### src/rtl/block_ram_req_ctrl_pkg.sv
// Shared definitions for the BlockRAM request front-end.
// Write acknowledgements are compiled in only when BRAM_CTRL_WACK_EN is defined (default: off).
package block_ram_req_ctrl_pkg;

    localparam int unsigned RspDepthDefault = 4;

    typedef enum logic {
        RspRead  = 1'b0,
        RspWrite = 1'b1
    } rsp_kind_e;

    // Counter must hold 0..depth inclusive.
    function automatic int unsigned cnt_width(input int unsigned depth);
        return $clog2(depth + 1);
    endfunction

endpackage

### src/rtl/block_ram_rsp_fifo.sv
// In-order response FIFO: push/pop, occupancy count and head data.
// Used by block_ram_req_ctrl (BRAM_CTRL_WACK_EN only changes the entry width).
module block_ram_rsp_fifo
    import block_ram_req_ctrl_pkg::*;
#(
    parameter int unsigned WIDTH = 1,
    parameter int unsigned DEPTH = RspDepthDefault
) (
    input  logic                        clk_i,
    input  logic                        rst_ni,
    input  logic                        push_i,
    input  logic [WIDTH-1:0]            push_data_i,
    input  logic                        pop_i,
    output logic [cnt_width(DEPTH)-1:0] count_o,
    output logic                        valid_o,
    output logic [WIDTH-1:0]            head_data_o
);

    localparam int unsigned     PtrW    = (DEPTH > 1) ? $clog2(DEPTH) : 1;
    localparam int unsigned     CntW    = cnt_width(DEPTH);
    localparam logic [PtrW-1:0] LastPtr = PtrW'(DEPTH - 1);

    logic [WIDTH-1:0] mem_q [DEPTH];
    logic [PtrW-1:0]  wr_ptr_q, wr_ptr_d;
    logic [PtrW-1:0]  rd_ptr_q, rd_ptr_d;
    logic [CntW-1:0]  count_q, count_d;
    logic             do_pop;

    always_comb begin
        do_pop   = pop_i & (count_q != '0);
        wr_ptr_d = wr_ptr_q;
        rd_ptr_d = rd_ptr_q;
        count_d  = count_q;
        if (push_i) begin
            wr_ptr_d = (wr_ptr_q == LastPtr) ? '0 : wr_ptr_q + 1'b1;
        end
        if (do_pop) begin
            rd_ptr_d = (rd_ptr_q == LastPtr) ? '0 : rd_ptr_q + 1'b1;
        end
        if (push_i && !do_pop) begin
            count_d = count_q + 1'b1;
        end else if (!push_i && do_pop) begin
            count_d = count_q - 1'b1;
        end
    end

    always_ff @(posedge clk_i or negedge rst_ni) begin
        if (!rst_ni) begin
            wr_ptr_q <= '0;
            rd_ptr_q <= '0;
            count_q  <= '0;
        end else begin
            wr_ptr_q <= wr_ptr_d;
            rd_ptr_q <= rd_ptr_d;
            count_q  <= count_d;
        end
    end

    // Storage is not reset; the count alone decides what is valid.
    always_ff @(posedge clk_i) begin
        if (push_i) begin
            mem_q[wr_ptr_q] <= push_data_i;
        end
    end

    assign count_o     = count_q;
    assign valid_o     = (count_q != '0);
    assign head_data_o = mem_q[rd_ptr_q];

endmodule

### src/rtl/block_ram_req_ctrl.sv
// Valid/ready front-end for a single-port BlockRAM with credit-limited in-order responses.
// Define BRAM_CTRL_WACK_EN to return a response (RSP_IS_WRITE=1, data 0) for every write.
module block_ram_req_ctrl
    import block_ram_req_ctrl_pkg::*;
#(
    parameter int unsigned ADDR_WIDTH = 1,
    parameter int unsigned DATA_WIDTH = 1,
    parameter int unsigned RSP_DEPTH  = RspDepthDefault
) (
    input  logic                  CLK,
    input  logic                  RESET_N,
    input  logic                  REQ_VALID,
    output logic                  REQ_READY,
    input  logic                  REQ_WE,
    input  logic [ADDR_WIDTH-1:0] REQ_ADDR,
    input  logic [DATA_WIDTH-1:0] REQ_DATA,
    output logic                  RSP_VALID,
    input  logic                  RSP_READY,
    output logic [DATA_WIDTH-1:0] RSP_DATA,
`ifdef BRAM_CTRL_WACK_EN
    output logic                  RSP_IS_WRITE,
`endif
    output logic [DATA_WIDTH-1:0] RAM_DI,
    output logic [ADDR_WIDTH-1:0] RAM_ADDR,
    output logic                  RAM_WE,
    output logic                  RAM_RE,
    input  logic [DATA_WIDTH-1:0] RAM_DO
);

    localparam int unsigned CntW = cnt_width(RSP_DEPTH);
`ifdef BRAM_CTRL_WACK_EN
    localparam int unsigned EntryW = DATA_WIDTH + 1;
`else
    localparam int unsigned EntryW = DATA_WIDTH;
`endif

    logic [CntW-1:0]   count;
    logic [CntW:0]     credits_used;
    logic              fire;
    logic              rsp_fire;
    logic              pop;
    logic              inflight_q, inflight_d;
    logic [EntryW-1:0] push_data;
    logic [EntryW-1:0] head_data;
`ifdef BRAM_CTRL_WACK_EN
    rsp_kind_e         kind_q, kind_d;
`endif

    // Ready depends only on registered state, so no combinational path from the ports.
    always_comb begin
        credits_used = {1'b0, count} + {{CntW{1'b0}}, inflight_q};
        REQ_READY    = RESET_N & (credits_used < (CntW + 1)'(RSP_DEPTH));
        fire         = REQ_VALID & REQ_READY;
        RAM_ADDR     = REQ_ADDR;
        RAM_DI       = REQ_DATA;
        RAM_WE       = fire & REQ_WE;
        RAM_RE       = fire & ~REQ_WE;
        pop          = RSP_VALID & RSP_READY;
`ifdef BRAM_CTRL_WACK_EN
        rsp_fire     = fire;
        kind_d       = REQ_WE ? RspWrite : RspRead;
        push_data    = {RspRead, RAM_DO};
        if (kind_q == RspWrite) begin
            push_data = {RspWrite, {DATA_WIDTH{1'b0}}};
        end
`else
        rsp_fire     = RAM_RE;
        push_data    = RAM_DO;
`endif
        inflight_d   = rsp_fire;
    end

    always_ff @(posedge CLK or negedge RESET_N) begin
        if (!RESET_N) begin
            inflight_q <= 1'b0;
`ifdef BRAM_CTRL_WACK_EN
            kind_q     <= RspRead;
`endif
        end else begin
            inflight_q <= inflight_d;
`ifdef BRAM_CTRL_WACK_EN
            kind_q     <= kind_d;
`endif
        end
    end

    // RAM_DO is valid exactly one cycle after a response-producing fire.
    block_ram_rsp_fifo #(
        .WIDTH (EntryW),
        .DEPTH (RSP_DEPTH)
    ) u_rsp_fifo (
        .clk_i       (CLK),
        .rst_ni      (RESET_N),
        .push_i      (inflight_q),
        .push_data_i (push_data),
        .pop_i       (pop),
        .count_o     (count),
        .valid_o     (RSP_VALID),
        .head_data_o (head_data)
    );

    assign RSP_DATA = head_data[DATA_WIDTH-1:0];
`ifdef BRAM_CTRL_WACK_EN
    assign RSP_IS_WRITE = head_data[DATA_WIDTH];
`endif

endmodule

### config.mk
export PLATFORM = sky130hd
export DESIGN_NAME = block_ram_req_ctrl
export DESIGN_NICKNAME = d
export VERILOG_FILES = /design/src/rtl/block_ram_req_ctrl_pkg.sv /design/src/rtl/block_ram_rsp_fifo.sv /design/src/rtl/block_ram_req_ctrl.sv
export SDC_FILE = /design/constraint.sdc
export NUM_CORES = 1
export LEC_CHECK = 0
export CORE_AREA = 10 10 47 49
export DETAILED_ROUTE_END_ITERATION = 8
export DIE_AREA = 0 0 57 59
export GPL_ROUTABILITY_DRIVEN = 1
export GPL_TIMING_DRIVEN = 0
export HOLD_SLACK_MARGIN = 0.15
export PLACE_DENSITY = 0.76
export SLEW_MARGIN = 20
export SYNTH_ARGS = -nofsm -noshare
export SYNTH_HDL_FRONTEND = slang
export SYNTH_HIERARCHICAL = 1
export SYNTH_SLANG_ARGS = --single-unit
### constraint.sdc
create_clock -name CLK -period 7.1 [get_ports CLK]
set_clock_uncertainty 0.2 [all_clocks]
set_input_delay 2.13 -clock CLK [delete_from_list [all_inputs] [get_ports CLK]]
set_output_delay 2.13 -clock CLK [all_outputs]
set_load 0.01 [all_outputs]
-- After elaboration in Yosys (flattened, before gate mapping)
Memory sizes are Yosys's and may differ from the RTL's.
Index checks and enable logic that the tools add are counted.
- $add $sub $neg: 5
- bitwise operators: 7
- div/mod/pow operators: 0
- order comparisons: 1
- mux-type cells: 6
- reductions and logical operators: 6
- equal/unequal tests: 2
- shift operators: 0
- multipliers: 0
- operator list (cell ; number):
    $and A1 B1 Y1 ; 6
    $mux W3 ; 2
    $add A2 B1 Y2 const B ; 2
    $add A3 B1 Y4 ; 1
    $eq A2 B2 Y1 const B ; 2
    $lt A4 B3 Y1 const B ; 1
    $mux W2 ; 2
    $add A3 B1 Y3 const B ; 1
    $reduce_bool A3 Y1 ; 1
    $sub A3 B1 Y3 const B ; 1
    $logic_and A1 B1 Y1 ; 2
    $logic_not A1 Y1 ; 2
    $mux W1 ; 2
    $reduce_bool A2 Y1 ; 1
    $not A1 Y1 ; 1
- RAM bits: 4
- output and inout bits: 7
- bits in latches: 0
- memories kept: 1
- flip-flop bits (word level): 8
- bits of input ports: 8
- logic and storage cells: 32
- ROM bits: 0
- memories (memory ; depth ; width ; read ports ; clocked after Yosys merged registers in ; wr ports ; RTL line ; RTL):
    u_rsp_fifo.mem_q ; 4 ; 1 ; 1 ; 0 ; 1 ; block_ram_rsp_fifo.sv:23 ; logic [WIDTH-1:0] mem_q [DEPTH];

-- Logic depth before layout (Yosys ltp)
- word-level depth: 6
- gate-level depth with buffers: 9
- gate-level depth less buffers: 9

-- Cells and area by module
Netlist, hierarchy kept.
- by module, submodules not included (module ; instances ; seq. area each (sq um) ; cells an instance ; area each (sq um)):
    block_ram_rsp_fifo ; 1 ; 295.3 ; 41 ; 569.3
    block_ram_req_ctrl ; 1 ; 25.0 ; 10 ; 91.3

-- Worst setup path before layout
OpenSTA, ideal clock, no wires.
- path type: input to output
- start: input port RESET_N
- end: output port RAM_RE
- slack: 2.218 ns
- data required time: 4.770 ns
- buffers on the path: 0
- stages: 2
- arrival: 2.552 ns
- cells stage by stage: nand2b_1 -> nor4b_2
- longest elaborated chain between the ends: 3
- RTL lines (what ; RTL line ; RTL):
    start, declared ; block_ram_req_ctrl.sv:11 ; input logic RESET_N,
    $and A1 B1 Y1 ; block_ram_req_ctrl.sv:52 ; REQ_READY = RESET_N & (credits_used < (CntW + 1)'(RSP_DEPTH));
    $and A1 B1 Y1 ; block_ram_req_ctrl.sv:53 ; fire = REQ_VALID & REQ_READY;
    $and A1 B1 Y1 ; block_ram_req_ctrl.sv:57 ; RAM_RE = fire & ~REQ_WE;
    end, declared ; block_ram_req_ctrl.sv:26 ; output logic RAM_RE,
No other way between the ends.

-- Worst setup path after layout
Ends and elaborated chain as after synthesis.

==> reports/qor.csv <==
metric;value;unit
proportion of register bits with asynchronous set or reset after synthesis;66.7;%
IO Port Bufs;12;
total routed wirelength;1060;µm
number of DRC markers after the initial detailed-route iteration;2;
total die area;0.00336;mm²
antenna fix cells;0;
areal power density over the cells;337;mW/mm²
CP arrival;3.86;ns
relative contribution of combinational cells to total power;42.2;%
largest stage delay on the critical path;0.71;ns
DP Worst Slack;0.874;ns
overall die width;57;µm
area of the multi-input gates;310;µm²
arithmetic-cell share of the synthesized area counting full adders, half adders and majority gates;14.4;%
average vias per placed instance;4.82;
M3 GR Usage;4.72;%
setup TNS;0;ns
detail-routed net length per standard cell;12.7;µm
fillcell total;121;
sequential cell area fraction in the yosys report;48.5;%
GRT met1 Usage;6.77;%
initial core utilization;47.1;%
total chip power;0.000279;W
Synth Instances;51;
CTS Buffer Depth;2;
area of the mapped netlist;661;µm²
first-pass GRT wire length;1810;µm
vias in the first global route;439;
flops & latches, synth;12;
y dimension of the die;59;µm
post-layout net count;83;
min Tclk post-route;6.19;ns
number of non-filler instances in the completed layout;83;
Max transition margin;73.6;%
top area cells in the synthesized netlist;sky130_fd_sc_hd__dfrtp_1 (30%), sky130_fd_sc_hd__edfxtp_1 (18%), sky130_fd_sc_hd__ha_1 (11%);
Hold Fails Final Rpt;0;
number of enable flip-flop cells after synthesis;4;
Final Worst Setup Slack;0.911;ns
Avg Cell Area, Syn;13.0;µm²
FMAX;162;MHz
critical-path cell with the highest stage delay;sky130_fd_sc_hd__clkdlybuf4s50_1;
worst ir drop on vdd;0.000190;V
number of distinct standard cells referenced by the synthesized netlist;22;
critical path buffer and inverter count;2;
share of layout cells above drive strength 1;19.4;%
pin count of the biggest net entering global routing;11;
simple-gate share of the synthesized area;17.4;%
mux contribution to synthesized area;9.66;%
DPL Wire Length;867;µm
list of cells traversed by the critical path;clkdlybuf4s50_1, nand2b_1, nor4b_2, clkdlybuf4s50_1;
DRC violation count after routing;0;
RSZ-0062 raised after global routing;no;
Req. time, crit path;4.77;ns
family with the most delay on the worst path;buffers and inverters;
Vias;400;
count of cells resized by post-cts repair;0;
placer congestion estimate;0.737;
Yosys warnings;6;
fin. max-slew vios;0;
H-tree level count;1;
synthesized netlist net count;66;
antenna violations before repair;0;
most frequently used flop master after synthesis;sky130_fd_sc_hd__dfrtp_1;
global routing's busiest layer;met2;
crit end category;output pin;
TritonCTS clock tree;built;
Hold Path Class;flop to flop;
M2 GR Usage;10.5;%
total core area;0.00140;mm²
signed area change from the synthesized netlist to the final layout;25.2;%
count of max-cap constraint violations;0;
worst-path maximum fanout;9;
Period Utilization, post-route;87.2;%
clk_lat worst skew;0.27;ns
total global-route track usage;6.74;%
clock slew seen by the registers of the worst setup and hold paths;0.07;ns
Ports;15;
Clock Root Buffer;sky130_fd_sc_hd__clkbuf_4;
Internal;0.000185;W
site row count;14;
startpoint class of the critical path;input pin;
Clock power frac;15.4;%
# clock sinks;12;
Storage cell area;320;µm²
Sw Ratio;33.7;%
total clock buffers created by CTS;3;
final number of setup-violating endpoints;0;
First-pass DRT Iterations;3;
largest family of logic cells by synthesized area;simple AND/OR/NAND/NOR gates;
switching power total;0.0000941;W
Slew @ Worst Pin;0.395;ns
Setup Buffers After CTS;0;
leak pwr;0.352;nW
cell repeated most along the worst path;sky130_fd_sc_hd__clkdlybuf4s50_1;
share of the synthesized area in compound gates (AO/OA/AOI/OAI);1.52;%
remaining global-route overflow;0;
area share of xor/xnor cells in the synthesized design;3.98;%
sequential share of power;42.3;%
instance count after placement with tap cells included;79;
Antenna Nets Post-Route;0;
number of buffers added to fix hold violations after cts;0;
run status;finished clean;
fraction of post-synthesis cell area in the top cell type by area;30.3;%
worst setup path class;input pin to output pin;
dominant cell type by area after synthesis;sky130_fd_sc_hd__dfrtp_1;
==> placed cells by master, fill, tap and decap left out, drive strengths merged, types with 3 or more instances in the layout <==
cell type,count
ha,6
dfrtp,8
inv,4
clkdlybuf4s50,12
mux2,3
edfxtp,4
clkbuf,3
nand2,3
and2,5
nor2,3
==> worst reg2reg max path, cell delays in order (launching register included) <==
cell and delay, ns:
sky130_fd_sc_hd__dfrtp_1 0.44, sky130_fd_sc_hd__or3_4 0.43, sky130_fd_sc_hd__and2_1 0.19, sky130_fd_sc_hd__nand2_4 0.08, sky130_fd_sc_hd__ha_1 0.19, sky130_fd_sc_hd__inv_1 0.06
sky130_fd_sc_hd__fa_1 0.37, sky130_fd_sc_hd__xor2_1 0.17, sky130_fd_sc_hd__nor2_1 0.11, sky130_fd_sc_hd__xor2_1 0.16
==> cells in the mapped netlist, types with 2 or more instances <==
| library cell | count |
|---|---|
| sky130_fd_sc_hd__ha_1 | 6 |
| sky130_fd_sc_hd__inv_1 | 4 |
| sky130_fd_sc_hd__buf_4 | 2 |
| sky130_fd_sc_hd__nor2_1 | 3 |
| sky130_fd_sc_hd__xor2_1 | 2 |
| sky130_fd_sc_hd__dfrtp_1 | 8 |
| sky130_fd_sc_hd__nand2_1 | 2 |
| sky130_fd_sc_hd__edfxtp_1 | 4 |
| sky130_fd_sc_hd__o21ai_0 | 2 |
| sky130_fd_sc_hd__mux2_4 | 2 |
| sky130_fd_sc_hd__and2_1 | 5 |
==> area by class of cell <==
class / instances / area share (%)
Buffer: 2 / 1.82
Clock buffer: 3 / 2.72
Clock inverter: 1 / 0.454
Inverter: 4 / 1.82
Multi-Input combinational cell: 33 / 37.5
Sequential cell: 12 / 38.7
Tap cell: 16 / 2.42
Timing Repair Buffer: 12 / 14.5
==> state kept, by name, indices dropped and copies added, names as in the netlist <==
signal / count
u_rsp_fifo/wr_ptr_q: 2
u_rsp_fifo/mem_q: 4
u_rsp_fifo/count_o: 3
u_rsp_fifo/rd_ptr_q: 2
inflight_q: 1
==> kinds of logic after synthesis <==
| family | after synthesis |
|---|---|
| AND/OR/NAND/NOR | 17 |
| flip-flops | 12 |
| adder cells (fa/ha/maj) | 7 |
| buffers and inverters | 6 |
| multiplexers | 4 |
| XOR/XNOR | 3 |
| AO/OA/AOI/OAI | 2 |
==> power by group through the flow <==
stage                     Combinational, W  Clock (W)  Sequential, W
after global routing              0.000132  0.0000467       0.000123
after floorplan                  0.0000868          0       0.000114
final                             0.000118  0.0000431       0.000118
after CTS                         0.000120  0.0000445       0.000119
after global placement            0.000115          0       0.000119
after detailed placement          0.000119          0       0.000120
==> stage by stage <==
stage	hold WS [ns]	instance area [µm²]	util [%]
floorplan	0.256	661	-
global placement	0.285	801	57.1
detailed placement	0.293	801	57.1
CTS	0.308	827	59.0
global route	0.319	827	59.0
finish	0.310	827	59.0
==> worst paths after layout <==
path | start | end | slack [ns] | depth (start not counted)
setup / recovery | RESET_N | RAM_RE | 0.91 | 4
hold / removal | u_rsp_fifo/count_o[2] | u_rsp_fifo/count_o[2] | 0.31 | 1
setup reg to reg | u_rsp_fifo/count_o[0] | u_rsp_fifo/count_o[2] | 4.63 | 9
hold reg to reg | u_rsp_fifo/count_o[2] | u_rsp_fifo/count_o[2] | 0.31 | 1
max in group asynchronous | RESET_N | u_rsp_fifo/wr_ptr_q[1] | 4.48 | 1
min in group asynchronous | RESET_N | u_rsp_fifo/count_o[2] | 1.94 | 1
==> per-layer routing <==
layer	vias to the layer above	share of wire, %
li1	204	-
met1	181	41
met2	13	46
met3	2	10
met4	0	1.8
met5	-	0
Note: power is estimated with default switching activity, not from simulation.
